**src/rtl/riscv_ctrl_pkg.sv**
```systemverilog
// rtl/riscv_ctrl_pkg.sv - shared types and encodings for the multicycle RV32I control unit
// Purpose: FSM state enum, opcode constants, ALU control enum, mux-select encodings
//          and the opcode -> immediate-format helper used by the control unit.
// Ports:   none (package)
package riscv_ctrl_pkg;

  typedef enum logic [3:0] {
    FETCH,
    DECODE,
    MEMADR,
    MEMREAD,
    MEMWB,
    MEMWRITE,
    EXECR,
    EXECI,
    ALUWB,
    JAL,
    BRANCH,
    ILLEGAL
  } state_t;

  localparam logic [6:0] OP_LOAD   = 7'b0000011;
  localparam logic [6:0] OP_STORE  = 7'b0100011;
  localparam logic [6:0] OP_RTYPE  = 7'b0110011;
  localparam logic [6:0] OP_ITYPE  = 7'b0010011;
  localparam logic [6:0] OP_JAL    = 7'b1101111;
  localparam logic [6:0] OP_BRANCH = 7'b1100011;

  // Only word accesses are supported on the shared memory port.
  localparam logic [2:0] F3_WORD   = 3'b010;

  typedef enum logic [2:0] {
    ALU_ADD = 3'b000,
    ALU_SUB = 3'b001,
    ALU_AND = 3'b010,
    ALU_OR  = 3'b011,
    ALU_XOR = 3'b100,
    ALU_SLT = 3'b101
  } alu_ctrl_t;

  localparam logic [1:0] ALUOP_ADD   = 2'b00;
  localparam logic [1:0] ALUOP_SUB   = 2'b01;
  localparam logic [1:0] ALUOP_FUNCT = 2'b10;

  localparam logic [1:0] RES_ALUOUT    = 2'b00;
  localparam logic [1:0] RES_DATA      = 2'b01;
  localparam logic [1:0] RES_ALURESULT = 2'b10;

  localparam logic [1:0] SRCA_PC    = 2'b00;
  localparam logic [1:0] SRCA_OLDPC = 2'b01;
  localparam logic [1:0] SRCA_RS1   = 2'b10;

  localparam logic [1:0] SRCB_RS2  = 2'b00;
  localparam logic [1:0] SRCB_IMM  = 2'b01;
  localparam logic [1:0] SRCB_FOUR = 2'b10;

  localparam logic [1:0] IMM_I = 2'b00;
  localparam logic [1:0] IMM_S = 2'b01;
  localparam logic [1:0] IMM_B = 2'b10;
  localparam logic [1:0] IMM_J = 2'b11;

  // R-type has no immediate and falls back to I like any undefined opcode.
  function automatic logic [1:0] imm_src_of(input logic [6:0] op);
    case (op)
      OP_STORE:  return IMM_S;
      OP_BRANCH: return IMM_B;
      OP_JAL:    return IMM_J;
      default:   return IMM_I;
    endcase
  endfunction

endpackage

```
**src/rtl/alu_decoder.sv**
```systemverilog
// rtl/alu_decoder.sv - combinational ALUOp/funct3 to ALUControl decode
// Purpose: maps the FSM's ALUOp plus instruction fields to the ALU operation and
//          flags funct3 values the ALU cannot execute.
// Ports:   alu_op[1:0], funct3[2:0], op_b5, funct7_b5 in; alu_control[2:0], alu_illegal out
module alu_decoder
  import riscv_ctrl_pkg::*;
(
  input  logic [1:0] alu_op,
  input  logic [2:0] funct3,
  input  logic       op_b5,
  input  logic       funct7_b5,
  output logic [2:0] alu_control,
  output logic       alu_illegal
);

  always_comb begin
    alu_control = ALU_ADD;
    alu_illegal = 1'b0;
    case (alu_op)
      ALUOP_SUB: alu_control = ALU_SUB;
      ALUOP_FUNCT: begin
        case (funct3)
          // op[5] separates R-type from I-type so ADDI with bit 30 set stays ADD.
          3'b000:  alu_control = (op_b5 && funct7_b5) ? ALU_SUB : ALU_ADD;
          3'b010:  alu_control = ALU_SLT;
          3'b100:  alu_control = ALU_XOR;
          3'b110:  alu_control = ALU_OR;
          3'b111:  alu_control = ALU_AND;
          default: alu_illegal = 1'b1;
        endcase
      end
      default: alu_control = ALU_ADD;
    endcase
  end

endmodule

```
**src/rtl/multicycle_control_unit.sv**
```systemverilog
// rtl/multicycle_control_unit.sv - multicycle RV32I control FSM on a shared memory port
// Purpose: sequences fetch/decode/execute over several clocks and drives every datapath
//          enable and mux select; traps unsupported instructions and counts retirements.
// Ports:   clk, rst_n, instruction[31:0], zero_flg, lt_flg, ltu_flg, mem_ready in;
//          mem_req, PCWrite, AdrSrc, MemWrite, IRWrite, RegWrite, ResultSrc[1:0],
//          ALUSrcA[1:0], ALUSrcB[1:0], ImmSrc[1:0], ALUControl[2:0], illegal_o,
//          instret_o[CNT_W-1:0] out
module multicycle_control_unit
  import riscv_ctrl_pkg::*;
#(
  parameter int unsigned FULL_BRANCH = 1,
  parameter int unsigned MEM_HANDSHK = 1,
  parameter int unsigned CNT_W       = 32
) (
  input  logic             clk,
  input  logic             rst_n,
  input  logic [31:0]      instruction,
  input  logic             zero_flg,
  input  logic             lt_flg,
  input  logic             ltu_flg,
  input  logic             mem_ready,
  output logic             mem_req,
  output logic             PCWrite,
  output logic             AdrSrc,
  output logic             MemWrite,
  output logic             IRWrite,
  output logic             RegWrite,
  output logic [1:0]       ResultSrc,
  output logic [1:0]       ALUSrcA,
  output logic [1:0]       ALUSrcB,
  output logic [1:0]       ImmSrc,
  output logic [2:0]       ALUControl,
  output logic             illegal_o,
  output logic [CNT_W-1:0] instret_o
);

  state_t     state;
  state_t     next_state;
  logic [6:0] opcode;
  logic [2:0] funct3;
  logic       funct7_b5;
  logic       rdy;
  logic [1:0] alu_op;
  logic [2:0] alu_control;
  logic       alu_illegal_unused;
  logic [2:0] chk_control_unused;
  logic       funct3_illegal;
  logic       branch_legal;
  logic       branch_taken;
  logic       retire;
  logic       unused_bits;

  assign opcode    = instruction[6:0];
  assign funct3    = instruction[14:12];
  assign funct7_b5 = instruction[30];
  assign unused_bits = &{instruction[31], instruction[29:15], instruction[11:7],
                         alu_illegal_unused, chk_control_unused};

  assign rdy = (MEM_HANDSHK != 0) ? mem_ready : 1'b1;

  // Drives ALUControl from the current state's ALUOp.
  alu_decoder u_alu_dec (
    .alu_op      (alu_op),
    .funct3      (funct3),
    .op_b5       (opcode[5]),
    .funct7_b5   (funct7_b5),
    .alu_control (alu_control),
    .alu_illegal (alu_illegal_unused)
  );

  // Legality probe: DECODE must know whether R/I funct3 is executable while its own
  // ALUOp is ADD, so the funct3 decode is evaluated separately here.
  alu_decoder u_alu_chk (
    .alu_op      (ALUOP_FUNCT),
    .funct3      (funct3),
    .op_b5       (opcode[5]),
    .funct7_b5   (funct7_b5),
    .alu_control (chk_control_unused),
    .alu_illegal (funct3_illegal)
  );

  assign branch_legal = (funct3 == 3'b000) ||
                        ((FULL_BRANCH != 0) && (funct3 != 3'b010) && (funct3 != 3'b011));

  always_comb begin
    branch_taken = 1'b0;
    case (funct3)
      3'b000:  branch_taken = zero_flg;
      3'b001:  branch_taken = ~zero_flg;
      3'b100:  branch_taken = lt_flg;
      3'b101:  branch_taken = ~lt_flg;
      3'b110:  branch_taken = ltu_flg;
      3'b111:  branch_taken = ~ltu_flg;
      default: branch_taken = 1'b0;
    endcase
  end

  always_comb begin
    next_state = state;
    case (state)
      FETCH:    if (rdy) next_state = DECODE;
      DECODE: begin
        case (opcode)
          OP_LOAD, OP_STORE: next_state = (funct3 == F3_WORD) ? MEMADR : ILLEGAL;
          OP_RTYPE:          next_state = funct3_illegal ? ILLEGAL : EXECR;
          OP_ITYPE:          next_state = funct3_illegal ? ILLEGAL : EXECI;
          OP_JAL:            next_state = JAL;
          OP_BRANCH:         next_state = branch_legal ? BRANCH : ILLEGAL;
          default:           next_state = ILLEGAL;
        endcase
      end
      MEMADR:   next_state = opcode[5] ? MEMWRITE : MEMREAD;
      MEMREAD:  if (rdy) next_state = MEMWB;
      MEMWB:    next_state = FETCH;
      MEMWRITE: if (rdy) next_state = FETCH;
      EXECR:    next_state = ALUWB;
      EXECI:    next_state = ALUWB;
      ALUWB:    next_state = FETCH;
      JAL:      next_state = ALUWB;
      BRANCH:   next_state = FETCH;
      default:  next_state = ILLEGAL;
    endcase
  end

  // JAL retires through ALUWB, so it is counted exactly once.
  assign retire = (next_state == FETCH) &&
                  ((state == MEMWB) || (state == MEMWRITE) ||
                   (state == ALUWB) || (state == BRANCH));

  always_ff @(posedge clk) begin
    if (!rst_n) begin
      state     <= FETCH;
      instret_o <= '0;
      illegal_o <= 1'b0;
    end else begin
      state <= next_state;
      if (retire) instret_o <= instret_o + CNT_W'(1);
      if (next_state == ILLEGAL) illegal_o <= 1'b1;
    end
  end

  // Moore decode of state; reset forces every enable and select low.
  always_comb begin
    mem_req   = 1'b0;
    PCWrite   = 1'b0;
    AdrSrc    = 1'b0;
    MemWrite  = 1'b0;
    IRWrite   = 1'b0;
    RegWrite  = 1'b0;
    ResultSrc = RES_ALUOUT;
    ALUSrcA   = SRCA_PC;
    ALUSrcB   = SRCB_RS2;
    alu_op    = ALUOP_ADD;
    case (state)
      FETCH: begin
        mem_req   = 1'b1;
        IRWrite   = rdy;
        PCWrite   = rdy;
        ALUSrcA   = SRCA_PC;
        ALUSrcB   = SRCB_FOUR;
        ResultSrc = RES_ALURESULT;
      end
      DECODE: begin
        ALUSrcA = SRCA_OLDPC;
        ALUSrcB = SRCB_IMM;
      end
      MEMADR: begin
        ALUSrcA = SRCA_RS1;
        ALUSrcB = SRCB_IMM;
      end
      MEMREAD: begin
        mem_req = 1'b1;
        AdrSrc  = 1'b1;
      end
      MEMWB: begin
        ResultSrc = RES_DATA;
        RegWrite  = 1'b1;
      end
      MEMWRITE: begin
        mem_req  = 1'b1;
        AdrSrc   = 1'b1;
        MemWrite = 1'b1;
      end
      EXECR: begin
        ALUSrcA = SRCA_RS1;
        ALUSrcB = SRCB_RS2;
        alu_op  = ALUOP_FUNCT;
      end
      EXECI: begin
        ALUSrcA = SRCA_RS1;
        ALUSrcB = SRCB_IMM;
        alu_op  = ALUOP_FUNCT;
      end
      ALUWB: begin
        ResultSrc = RES_ALUOUT;
        RegWrite  = 1'b1;
      end
      JAL: begin
        ALUSrcA   = SRCA_OLDPC;
        ALUSrcB   = SRCB_FOUR;
        ResultSrc = RES_ALUOUT;
        PCWrite   = 1'b1;
      end
      BRANCH: begin
        ALUSrcA   = SRCA_RS1;
        ALUSrcB   = SRCB_RS2;
        alu_op    = ALUOP_SUB;
        ResultSrc = RES_ALUOUT;
        PCWrite   = branch_taken;
      end
      default: ;
    endcase
    if (!rst_n) begin
      mem_req   = 1'b0;
      PCWrite   = 1'b0;
      AdrSrc    = 1'b0;
      MemWrite  = 1'b0;
      IRWrite   = 1'b0;
      RegWrite  = 1'b0;
      ResultSrc = 2'b00;
      ALUSrcA   = 2'b00;
      ALUSrcB   = 2'b00;
    end
  end

  assign ImmSrc     = rst_n ? imm_src_of(opcode) : 2'b00;
  assign ALUControl = rst_n ? alu_control : 3'b000;

endmodule

```
**config.mk**
```make
export PLATFORM = sky130hd
export DESIGN_NAME = multicycle_control_unit
export DESIGN_NICKNAME = d
export VERILOG_FILES = /design/src/rtl/riscv_ctrl_pkg.sv /design/src/rtl/alu_decoder.sv /design/src/rtl/multicycle_control_unit.sv
export SDC_FILE = /design/constraint.sdc
export NUM_CORES = 1
export LEC_CHECK = 0
export BUFFER_PORTS_ARGS = -buffer_cell sky130_fd_sc_hd__buf_2
export CAP_MARGIN = 20
export CORE_ASPECT_RATIO = 1.75
export CORE_MARGIN = 2
export CORE_UTILIZATION = 53
export DETAILED_ROUTE_END_ITERATION = 10
export HOLD_SLACK_MARGIN = 0.03
export PLACE_DENSITY = 0.85
export SYNTH_ARGS = -nofsm -noshare
export SYNTH_HDL_FRONTEND = slang
export SYNTH_SLANG_ARGS = --single-unit
```
**constraint.sdc**
```tcl
create_clock -name clk -period 5.4 [get_ports clk]
set_input_delay 0.54 -clock clk [delete_from_list [all_inputs] [get_ports clk]]
set_output_delay 0.54 -clock clk [all_outputs]
set_load 0.02 [all_outputs]
```
==> summary.md <==
| Metric | Value |
|---|---|
| Num Clock Sinks | 37 |
| Grt ovf | 0 |
| Metal3 WL | between 200 and 250 µm |
| Port buffer count | 66 |
| Drt drc | 0 |
| Initial cell density of the core | 54.5% |
| Inserted Diodes | 0 |
| CP arrival | 3.08 ns |
| Max Transition Viols Final | 0 |
| Syn Area/Cell | roughly 7.7 µm² |
| Crit start category | flop |
| EDFF count, synth | 0 |
| Pre-Repair DR Iteration Count | 4 |
| Fraction of layout cells with a size suffix above 1 | about a quarter |
| Vias in the first global route | ~2200 |
| Routed WL per cell | 13.6 µm |
| Dominant cells by area after synthesis | dfxtp_1 31%, a21oi_1 6.9%, or3_1 5.0% |
| Post-layout min period | about 2.8 ns |
| Number of I/O pins | 88 |
| Max-cap violations | 0 |
| Reg2Reg Capture Point | instret_o[19]$_SDFFE_PN0P_ |
| Unique masters post-synth | 56 |
| Max Fclk | 351 MHz |
| Post-synthesis cell area | approximately 0.0024 mm² |
| Die Y | 92.6 µm |
| Hold-fix buffers, CTS | 0 |
| Hold Path Depth | 2 |
| Final net count | 407 |
| Met2 WL | 3.20 mm |
| Hold EP | illegal_o$_SDFFE_PN0N_ |
| FF-to-FF path depth | 5 |
| Flop-to-flop setup slack | 2.55 ns |
| Setup Fix Bufs, Post-CTS | 0 |
| Site row count | 32 |
| Slew HR | 30.1% |
| Largest net degree at the start of global routing | 24 |
| Yosys top cell by area | dfxtp_1 |
| Total number of vias | 2532 |
| Syn_nets | 351 |
| Global placement routability congestion | 0.879 |
| Hold Startpoint | illegal_o$_SDFFE_PN0N_ |
| Num CTS Buffers | 5 |
| First-pass GRT wire length | between 8 and 9 mm |
| Die X | 54.6 µm |
| Post-Route WL | 5.70 mm |
| WS Path Type | flop to flop |
| Root Buffer | clkbuf_8 |
| Cells after Synth | 310 |
| Synth top area share | 31.1% |
| Final ANT Viol Nets | 0 |
| Core ar. | 0.00436 mm² |
| TritonCTS clock tree | done |
| Clk Latency, worst-skew pair | between 0.2 and 0.3 ns |
| Clock Path Buffers | 2 |
| Pwr/cell area | roughly 240 mW/mm² |
| Post-cts sizing count | 0 |
| Worst EP required | 5.63 ns |
| DIE AREA | 0.00506 mm² |
| RSZ-0062 raised after global routing | false |
| Dpl hpwl | 4.28 mm |
| Reg clk slew, reported paths | 0.08 ns |
| All-layer global routing usage | between 20% and 30% |
| Initial antenna violation count | 0 |
| Setup TNS | 0 ns |
| Final core occ | 64.2% |
| Area Overhead vs Synth | 17.9% |
| Register area share after synthesis | 31.1% |
| Setup crit end kind | flop |
| H-tree depth | 2 |
| FF+latch count, synth | 37 |
| Hold Fails Final Rpt | 0 |
| Synth warn | 0 |
| VDD IR max | 0.185 mV |
| Final setup viols | 0 |
| Met1 WL | 2.15 mm |
| Leak | 1.08 nW |
| Detail-routed via count per cell | 6.06 |
| Hold WC Path Type | flop to flop |
| Async S/R FF share, synth | 0% |
| Setup Skew | 0.0103 ns |
| Most used DFF post-synth | dfxtp_1 |
| Uppermost layer routed | met4 |
| Worst-Margin Slew | about 1.0 ns |
| Period Utilization, post-route | 52.7% |
| Worst R2R Start | state[3]$_SDFF_PN0_ |
| Status | finished clean |
| CP max FO | 19 |
| DR iter-0 viols | 77 |
[critical path, cell delays in order, from the launching register on]
cell and delay (ns):
dfxtp_1 0.72, nor3b_4 0.37, o2111ai_1 0.20, nor4b_1 0.91
or3b_1 0.42, a21oi_1 0.15
[power by group]
group | switching, mW | total, mW | internal (mW)
logic | 0.0732 | 0.124 | 0.0512
clock network | 0.101 | 0.252 | 0.151
registers | 0.0217 | 0.301 | 0.279
total | 0.196 | 0.677 | 0.481
[worst max-delay path by stage]
stage	from	endpoint	slack [ns]	cells past startpoint
6_report	state[3]$_SDFF_PN0_	instret_o[19]$_SDFFE_PN0P_	2.55	5
5_1_grt	state[3]$_SDFF_PN0_	instret_o[19]$_SDFFE_PN0P_	2.37	5
4_1_cts	state[2]$_SDFF_PN0_	ALUControl[0]	2.56	7
3_5_place_dp	rst_n	mem_req	2.59	7
3_3_place_gp	rst_n	mem_req	2.58	7
2_1_floorplan	state[1]$_SDFF_PN0_	ALUControl[2]	2.97	5
[Yosys cell counts (2+ instances only)]
cell and number:
inv_1 10, a31o_2 2, o22ai_1 2, xor2_1 4, xnor2_1 6, and3_1 4
nor4b_1 3, nor3_1 7, nand2b_1 4, o31ai_1 6, nor2_1 22, or4b_1 2
nand3b_1 3, and2_1 3, ha_1 3, o21ai_0 22, mux2i_1 2, or3_1 19
nand3_1 10, nand4_1 8, or4_1 6, or3b_2 3, nor4_1 6, a31oi_1 2
buf_6 2, dfxtp_1 37, a21oi_1 33, buf_2 5, and4_1 5, nand2_1 31
a211oi_1 2, nor2b_1 4, clkbuf_1 9
[cells by family (layout without fill, tap and decap cells)]
logic type	Yosys count	count (layout)	synth area share, %
flip-flops	37	37	31.1
adder cells (fa/ha/maj)	3	3	1.58
AO/OA/AOI/OAI	81	81	20.5
multiplexers	2	2	0.842
buffers and inverters	28	85	5.47
XOR/XNOR	10	10	3.68
AND/OR/NAND/NOR	149	149	36.8
[flip-flops by register name, summed over array words and instances (netlist names)]
register	count
instret_o	32
state	4
illegal_o	1
[metrics by stage]
stage | power (mW) | setup WS (ns) | hold WS [ns] | cell area [µm²] | cells
floorplan | 0.397 | 2.97 | 0.533 | 2380 | 310
global placement | 0.428 | 2.58 | 0.449 | 2690 | 410
detailed placement | 0.431 | 2.59 | 0.447 | 2690 | 410
CTS | 0.681 | 2.56 | 0.475 | 2800 | 418
global route | 0.700 | 2.37 | 0.516 | 2800 | 418
finish | 0.677 | 2.55 | 0.489 | 2800 | 418
[metal layers]
metal / vias up / track usage [%]
met5: - / 0
met3: 10 / 3.87
met1: 1196 / 22.4
met4: 0 / 11.0
li1: 1262 / -
met2: 64 / 42.6
[final cells by class]
| cell class | instances | area, µm² |
|---|---|---|
| Multi-Input combinational cell | 245 | 1510 |
| Fill cell | 405 | 1560 |
| Inverter | 10 | 37.5 |
| Timing Repair Buffer | 67 | 338 |
| Clock inverter | 1 | 30.0 |
| Sequential cell | 37 | 741 |
| Clock buffer | 7 | 86.3 |
| Tap cell | 51 | 63.8 |
[placed cells by master, fill, tap and decap left out, types with 3 or more instances in the layout]
master,instances
and4_1,5
and2_1,3
dfxtp_1,37
and3_1,4
xor2_1,4
nor3_1,7
or3_1,19
nand3_1,10
clkbuf_8,6
ha_1,3
nand3b_1,3
or4_1,6
o31ai_1,6
nor2b_1,4
nor2_1,22
nand2_1,31
or3b_2,3
inv_1,10
nand4_1,8
o21ai_0,22
a21oi_1,33
xnor2_1,6
nor4b_1,3
nor4_1,6
buf_2,66
nand2b_1,4
No activity file was read; power rests on OpenSTA's default activity.
